<file path="config.mk">
export PLATFORM = sky130hd
export DESIGN_NAME = boot_loader
export DESIGN_NICKNAME = d
export VERILOG_FILES = /design/src/rtl/boot_loader.sv
export SDC_FILE = /design/constraint.sdc
export NUM_CORES = 1
export LEC_CHECK = 0
export CORE_MARGIN = 5
export CORE_UTILIZATION = 40
export DETAILED_ROUTE_END_ITERATION = 6
export GPL_TIMING_DRIVEN = 0
export PLACE_DENSITY = 0.85
export SLEW_MARGIN = 10
export SYNTH_ARGS = -nofsm -noshare
export SYNTH_HDL_FRONTEND = slang
export SYNTH_SLANG_ARGS = --single-unit
</file>
<file path="constraint.sdc">
create_clock -name clk -period 1.9 [get_ports clk]
set_input_delay 0.285 -clock clk [delete_from_list [all_inputs] [get_ports clk]]
set_output_delay 0.285 -clock clk [all_outputs]
set_load 0.02 [all_outputs]
</file>
<file path="src/rtl/boot_loader.sv">
// -----------------------------------------------------------------------------
// boot_loader
//
// Upstream stage of the 8-bit multicycle MIPS core. The block owns the shared
// memory port from power-up. It accepts a byte stream and writes it to
// consecutive addresses starting at START_ADR, holding the core in reset
// meanwhile. After the last byte it releases the core and becomes a zero-latency
// pass-through for the core's memory interface.
//
// Optional feature (compile-time macro): BOOT_LOADER_CHECKSUM_EN
//   When defined, one extra byte follows the LOAD_BYTES data bytes. It must
//   equal the 8-bit running sum of the data bytes. A mismatch parks the block
//   in ERROR (err=1, core held in reset) until rst. When undefined, no checksum
//   byte is expected and err is tied low.
//
// Handshake: a byte moves when in_valid and in_ready are both high in the same
// cycle. in_ready depends only on state. in_valid may rise or fall at any time;
// data is sampled only on the handshake edge.
//
// Ports
//   clk, rst                  clock, synchronous active-high reset
//   in_valid, in_data         loader byte stream (in)
//   in_ready                  loader can accept a byte (out)
//   cpu_adr, cpu_writedata,   core memory interface (in)
//   cpu_memread, cpu_memwrite
//   mem_adr, mem_writedata,   memory port (out)
//   mem_memread, mem_memwrite
//   cpu_rst                   registered reset to the core (out)
//   done                      load complete, core running (out)
//   err                       checksum mismatch (out, checksum build only)
//
// The FSM state is visible as the internal signal 'state' (type state_t).
// -----------------------------------------------------------------------------
module boot_loader #(
  parameter int          WIDTH      = 8,
  parameter int          LOAD_BYTES = 64,
  parameter int unsigned START_ADR  = 0
) (
  input  logic             clk,
  input  logic             rst,
  input  logic             in_valid,
  input  logic [WIDTH-1:0] in_data,
  output logic             in_ready,
  input  logic [WIDTH-1:0] cpu_adr,
  input  logic [WIDTH-1:0] cpu_writedata,
  input  logic             cpu_memread,
  input  logic             cpu_memwrite,
  output logic [WIDTH-1:0] mem_adr,
  output logic [WIDTH-1:0] mem_writedata,
  output logic             mem_memread,
  output logic             mem_memwrite,
  output logic             cpu_rst,
  output logic             done,
  output logic             err
);

  // Counter is wide enough to hold LOAD_BYTES itself, which the checksum
  // build needs to recognise the checksum byte.
  localparam int            CW       = $clog2(LOAD_BYTES + 1);
  localparam logic [CW-1:0] LAST_CNT = CW'(LOAD_BYTES - 1);
  localparam logic [CW-1:0] SUM_CNT  = CW'(LOAD_BYTES);

  typedef enum logic [1:0] {
    S_LOAD  = 2'd0,
    S_DRAIN = 2'd1,
    S_RUN   = 2'd2
`ifdef BOOT_LOADER_CHECKSUM_EN
    ,S_ERROR = 2'd3
`endif
  } state_t;

  state_t state;
  state_t state_next;

  logic [CW-1:0]    cnt;
  logic [WIDTH-1:0] wr_adr;
  logic [WIDTH-1:0] wr_data;
  logic             wr_en;
  logic             hs;       // handshake this cycle
  logic             data_hs;  // handshake carrying a byte to be written

`ifdef BOOT_LOADER_CHECKSUM_EN
  logic [7:0] sum;
  logic       err_q;
  logic       is_sum_byte;
`endif

  assign hs = in_valid & in_ready;

`ifdef BOOT_LOADER_CHECKSUM_EN
  // The handshake after LOAD_BYTES data bytes carries the checksum.
  assign is_sum_byte = (cnt == SUM_CNT);
  assign data_hs     = hs & ~is_sum_byte;
  assign err         = err_q;
`else
  assign data_hs     = hs;
  assign err         = 1'b0;
`endif

  // ---------------------------------------------------------------------------
  // State register
  // ---------------------------------------------------------------------------
  always_ff @(posedge clk) begin
    if (rst) state <= S_LOAD;
    else     state <= state_next;
  end

  // ---------------------------------------------------------------------------
  // Next-state logic
  // ---------------------------------------------------------------------------
  always_comb begin
    state_next = state;
    case (state)
      S_LOAD: begin
`ifdef BOOT_LOADER_CHECKSUM_EN
        if (hs && is_sum_byte)
          state_next = (8'(in_data) == sum) ? S_DRAIN : S_ERROR;
`else
        if (hs && (cnt == LAST_CNT))
          state_next = S_DRAIN;
`endif
      end
      S_DRAIN: state_next = S_RUN;
      default: state_next = state;  // RUN (and ERROR) hold until rst
    endcase
  end

  // ---------------------------------------------------------------------------
  // Output logic. Outside RUN the memory port is driven from the write
  // register; wr_en is only ever set by a data handshake, so DRAIN carries the
  // final byte and ERROR issues nothing.
  // ---------------------------------------------------------------------------
  always_comb begin
    in_ready      = (state == S_LOAD);
    mem_adr       = wr_adr;
    mem_writedata = wr_data;
    mem_memwrite  = wr_en;
    mem_memread   = 1'b0;
    if (state == S_RUN) begin
      mem_adr       = cpu_adr;
      mem_writedata = cpu_writedata;
      mem_memwrite  = cpu_memwrite;
      mem_memread   = cpu_memread;
    end
  end

  // ---------------------------------------------------------------------------
  // Datapath and registered status outputs
  // ---------------------------------------------------------------------------
  always_ff @(posedge clk) begin
    if (rst) begin
      cnt     <= '0;
      wr_adr  <= WIDTH'(START_ADR);
      wr_data <= '0;
      wr_en   <= 1'b0;
      cpu_rst <= 1'b1;
      done    <= 1'b0;
    end else begin
      wr_en <= data_hs;
      if (data_hs) begin
        // Address wraps modulo 2**WIDTH.
        wr_adr  <= WIDTH'(START_ADR) + WIDTH'(cnt);
        wr_data <= in_data;
        cnt     <= cnt + CW'(1);
      end
      // Leaving DRAIN releases the core and flags completion on the same edge.
      if (state == S_DRAIN) begin
        cpu_rst <= 1'b0;
        done    <= 1'b1;
      end
    end
  end

`ifdef BOOT_LOADER_CHECKSUM_EN
  always_ff @(posedge clk) begin
    if (rst) begin
      sum   <= '0;
      err_q <= 1'b0;
    end else begin
      if (data_hs)
        sum <= sum + 8'(in_data);
      if (state_next == S_ERROR)
        err_q <= 1'b1;
    end
  end
`endif

endmodule

</file>
### Word-level counts from Yosys, hierarchy flattened

Index checks and enable logic that the tools add are counted.

| cells by class | value |
|---|---|
| add/sub/neg operators | 1 |
| bitwise operators | 1 |
| mux-type cells | 6 |
| equal/unequal tests | 4 |
| reductions and logical operators | 4 |

Operators by type and width:

| kind | number |
|---|---|
| $mux W8 | 2 |
| $add A7 B1 Y7 const B | 1 |
| $eq A7 B6 Y1 const B | 1 |
| $pmux W2 S2 | 1 |
| $eq A2 B1 Y1 const B | 1 |
| $eq A2 B2 Y1 const B | 1 |
| $logic_not A2 Y1 | 1 |
| $mux W1 | 2 |
| $mux W2 | 1 |
| $ne A2 B1 Y1 const B | 1 |
| $reduce_and A2 Y1 | 1 |
| $reduce_bool A2 Y1 | 1 |
| $and A1 B1 Y1 | 1 |
| $logic_and A1 B1 Y1 | 1 |

| storage, ports and cells | value |
|---|---|
| bits of input ports | 29 |
| output and inout bits | 22 |
| flip-flop bits (word level) | 27 |

### Logic depth before layout (Yosys ltp)

| depth | value |
|---|---|
| depth after elaboration | 5 |
| mapped depth | 4 |
| depth with buffers taken out | 4 |

### Least setup slack after synthesis

Ideal clock, no wire load.

| path | value |
|---|---|
| path kind | register to output |
| start point | reg state[1] |
| end point | out mem_adr[0] |
| arrival time | 1282 ps |
| cell stages (with the launch flop) | 5 |
| path buffers | 2 |
| slack | 333 ps |
| path through | dfxtp_1 > nor2b_1 > buf_2 > buf_4 > mux2_2 |

| on the way | value |
|---|---|
| cells in the longest elaborated chain, start to end | 2 |

RTL lines:

| item | RTL line | RTL |
|---|---|---|
| start, declared | 72 | `state_t state;` |
| start signal, assigned | 105 | `else state <= state_next;` |
| $eq A2 B2 Y1 | 139 | `if (state == S_RUN) begin` |
| $mux W8 | 139 |  |
| end, declared | 48 | `output logic [WIDTH-1:0] mem_adr,` |

Every way passes these cells.

### Worst setup path after layout

| path | value |
|---|---|
| start point | reg state[1] |
| end point | out mem_adr[6] |

Same word-level chain as after synthesis.

==> results.md <==
- Portion of total power attributed to combinational logic: 16.9%
- Path type of the worst setup path: flop to output pin
- Horizontal die dimension: 65.14 um
- TritonCTS buffer count: 3
- Power per standard cell area: 548.6 mW/mm^2
- Power spent charging and discharging nets: 265.0 uW
- Syn Nets: 171
- Number of H-tree branching levels: 1
- Failing checks: negative setup slack
- Flops & latches, synth: 27
- Worst min path class: flop to flop
- Count of flip-flops with a built-in enable after synthesis: 0
- Layout cells sized above 1: 26.77%
- Maximum number of pins on one net before global-route repair: 17
- Shortest period the worst path allows: 1.930 ns
- Wire length of the first global-routing pass: 5.016 mm
- Avg Inst Size Synth: 8.625 um^2
- Register area share after synthesis: 44.44%
- Hold_sp: wr_data[0]
- Gate count after technology mapping: 141
- Effective utilization at floorplan: 40.84%
- Sequential group share of total power: 57.9%
- Maximum clock path buffer count: 2
- Post-synthesis cell area: 0.001216 mm^2
- Share of flip-flops with an asynchronous set or reset: 0%
- Commonest cells after routing, fill and taps aside: 32 x nand2_1, 30 x clkdlybuf4s50_1, 25 x dfxtp_1, 21 x a21oi_1, 13 x buf_6
- Floorplan die area: 0.004243 mm^2
- Number of top-level pins: 51
- NumNets Final: 229
- Total power of the final layout: 1.028 mW
- Endpoint, Worst Hold: wr_data[0]
- TritonCTS clock tree: built
- Detailed-route wire length: 3.401 mm
- Number of placed instances, taps included: 223
- Aggregate global routing overflow: 0
- Type of origin of the critical path: flop
- Number of buffers added on ports: 49
- Detailed router's first-iteration violation count: 37
- Synthesis warning total: 0
- Fin crit share: 101.6%
- Worst Clk Skew: 0.01398 ns
- Final HPWL DP: 2.198 mm
- # setup viols final: 1
- Maximum capacitance violations: 0
- Core ar.: 0.002978 mm^2
- Die H: 65.14 um
- Switching power share of the total: 25.77%
- Vias/cell: 5.130
- Total routing resource utilization after global routing: 14.90%
- Area added between synthesis and finish: 54.12%
- Data arrival time of the worst path: 1.65 ns
- Ys flop type: dfxtp_1
- First-pass DRT Iterations: 4
- Maximum clock frequency: 518.1 MHz
- Clock Power Share: 25.3%
- Number of nets with antenna violations after detailed routing: 0
- Number of cell rows: 20
- Fin cells: 231
- VDD IR-drop max: 0.3564 mV
- Most common cell after layout, fill and taps aside: nand2_1
- Reg-to-reg setup timing slack: 0.31 ns
- Count of endpoints failing hold in the final timing report: 0
- Peak fanout along the critical path: 7
- Routed wire length per instance: 14.72 um
- Antenna violations before repair: 0
- Antenna Cells: 0
- Number of slew-limit violations in the final report: 0
- Internal portion of total power: 763.3 uW
- Number of cell instances on the worst register-to-register path: 5
- Vias in the first global route: 1168
- Buffer type at the clock tree root: clkbuf_4
- Worst Slack Setup Final: -0.03010 ns
- Count of hold buffers inserted by post-cts repair: 0
- Worst Hold Path Cells: 2
- Unique cell type count in the Yosys netlist: 28
- Kind of capture point of the worst setup path: output pin
- Reported leakage power: 0.7541 nW
- Launch point of the worst reg-to-reg path: state[1]
- Clock slew seen by the registers of the worst setup and hold paths: 0.16 ns
- Unrepaired setup endpoints after global routing: true
- Routability congestion estimate: 0.8040
- Total number of vias: 1185
- Outcome: finished, violations left
- Drt drc: 0
- Clock Sinks: 27
- WP data required: 1.62 ns
- Clk_lat worst skew: 0.34 ns
- Worst reg2reg path endpoint: cnt[4]
-- cells in the mapped netlist (2+ instances only) --
library cell	instances	area, um^2
and2_1	2	12.51
buf_1	2	7.510
nand3_1	2	10.01
a21oi_1	21	105.1
clkbuf_1	3	11.26
nand2_1	32	120.1
buf_2	2	10.01
nor2_1	7	26.28
o21ai_0	4	20.02
dfxtp_1	27	540.5
mux2_2	16	180.2
inv_1	3	11.26
nand2b_1	2	12.51
buf_4	2	15.01
or3_1	3	18.77
-- state kept, by name, indices dropped and copies added, names as in the netlist --
signal   count
state        2
cnt          7
wr_data      8
wr_adr       7
wr_en        1
cpu_rst      1
done         1
-- what timing repair did --
action	4_1_cts	5_1_grt
resized for setup	66	46
gates cloned	0	1
setup buffers	2	1
endpoints found under the setup margin	18	19
-- cell families after synthesis --
logic type | after synthesis | share of synthesized area [%]
adders and majority gates | 1 | 1.029
muxes | 16 | 14.81
AOI/OAI and AO/OA | 28 | 12.45
and+or+nand+nor | 55 | 21.71
other | 1 | 0.3083
buffers and inverters | 12 | 4.527
xor gates and xnor gates | 1 | 0.7203
DFF | 27 | 44.44
-- final cells by class --
| class | count | area, um^2 |
|---|---|---|
| Fill cell | 254 | 1104 |
| Multi-Input combinational cell | 102 | 665.6 |
| Sequential cell | 27 | 545.5 |
| Timing Repair Buffer | 53 | 523.0 |
| Buffer | 9 | 57.56 |
| Tap cell | 33 | 41.29 |
| Clock buffer | 3 | 22.52 |
| Inverter | 3 | 11.26 |
| Clock inverter | 1 | 7.507 |
-- metal layers --
metal / GRT usage, % / routed length [um] / vias to the layer above
met5: 0 / 0 / -
met4: 6.477 / 44 / 0
met3: 3.932 / 215 / 5
met2: 25.29 / 1675 / 39
met1: 17.66 / 1467 / 553
li1: - / - / 588
-- power by group through the flow --
stage	Clock, mW	Combinational [mW]	Sequential [mW]
after floorplan	0	0.0742	0.604
after global placement	0	0.164	0.608
after detailed placement	0	0.168	0.607
after CTS	0.263	0.159	0.594
after global routing	0.289	0.186	0.597
final	0.260	0.174	0.595
-- worst max path at each step --
stage,from,to,slack (ns),depth (start not counted)
final,state[1],mem_adr[6],-0.03,5
after global routing,state[1],mem_adr[6],-0.1,5
after CTS,state[1],mem_adr[6],-0.02,5
after detailed placement,state[1],mem_adr[6],-0.31,5
after global placement,state[1],mem_adr[4],-0.31,5
after floorplan,state[1],mem_adr[0],0.33,4
-- critical path, cell delays in order (launching register included) --
cell	delay (ns)
dfxtp_4	0.38
nor2b_4	0.13
buf_6	0.15
buf_8	0.13
mux2_2	0.34
buf_2	0.16
-- stage by stage --
stage	cell area (um^2)	utilization [%]	TNS (ns)	worst slack [ns]	hold slack (ns)
floorplan	1216	-	0	0.3328	0.4210
global placement	1748	58.70	-3.243	-0.3132	0.4400
detailed placement	1748	58.70	-3.334	-0.3104	0.4418
CTS	1748	58.70	-0.1099	-0.02471	0.4662
global route	1874	62.94	-0.4292	-0.09674	0.4675
finish	1874	62.94	-0.03010	-0.03010	0.4633
Note: power is estimated with default switching activity, not from simulation.
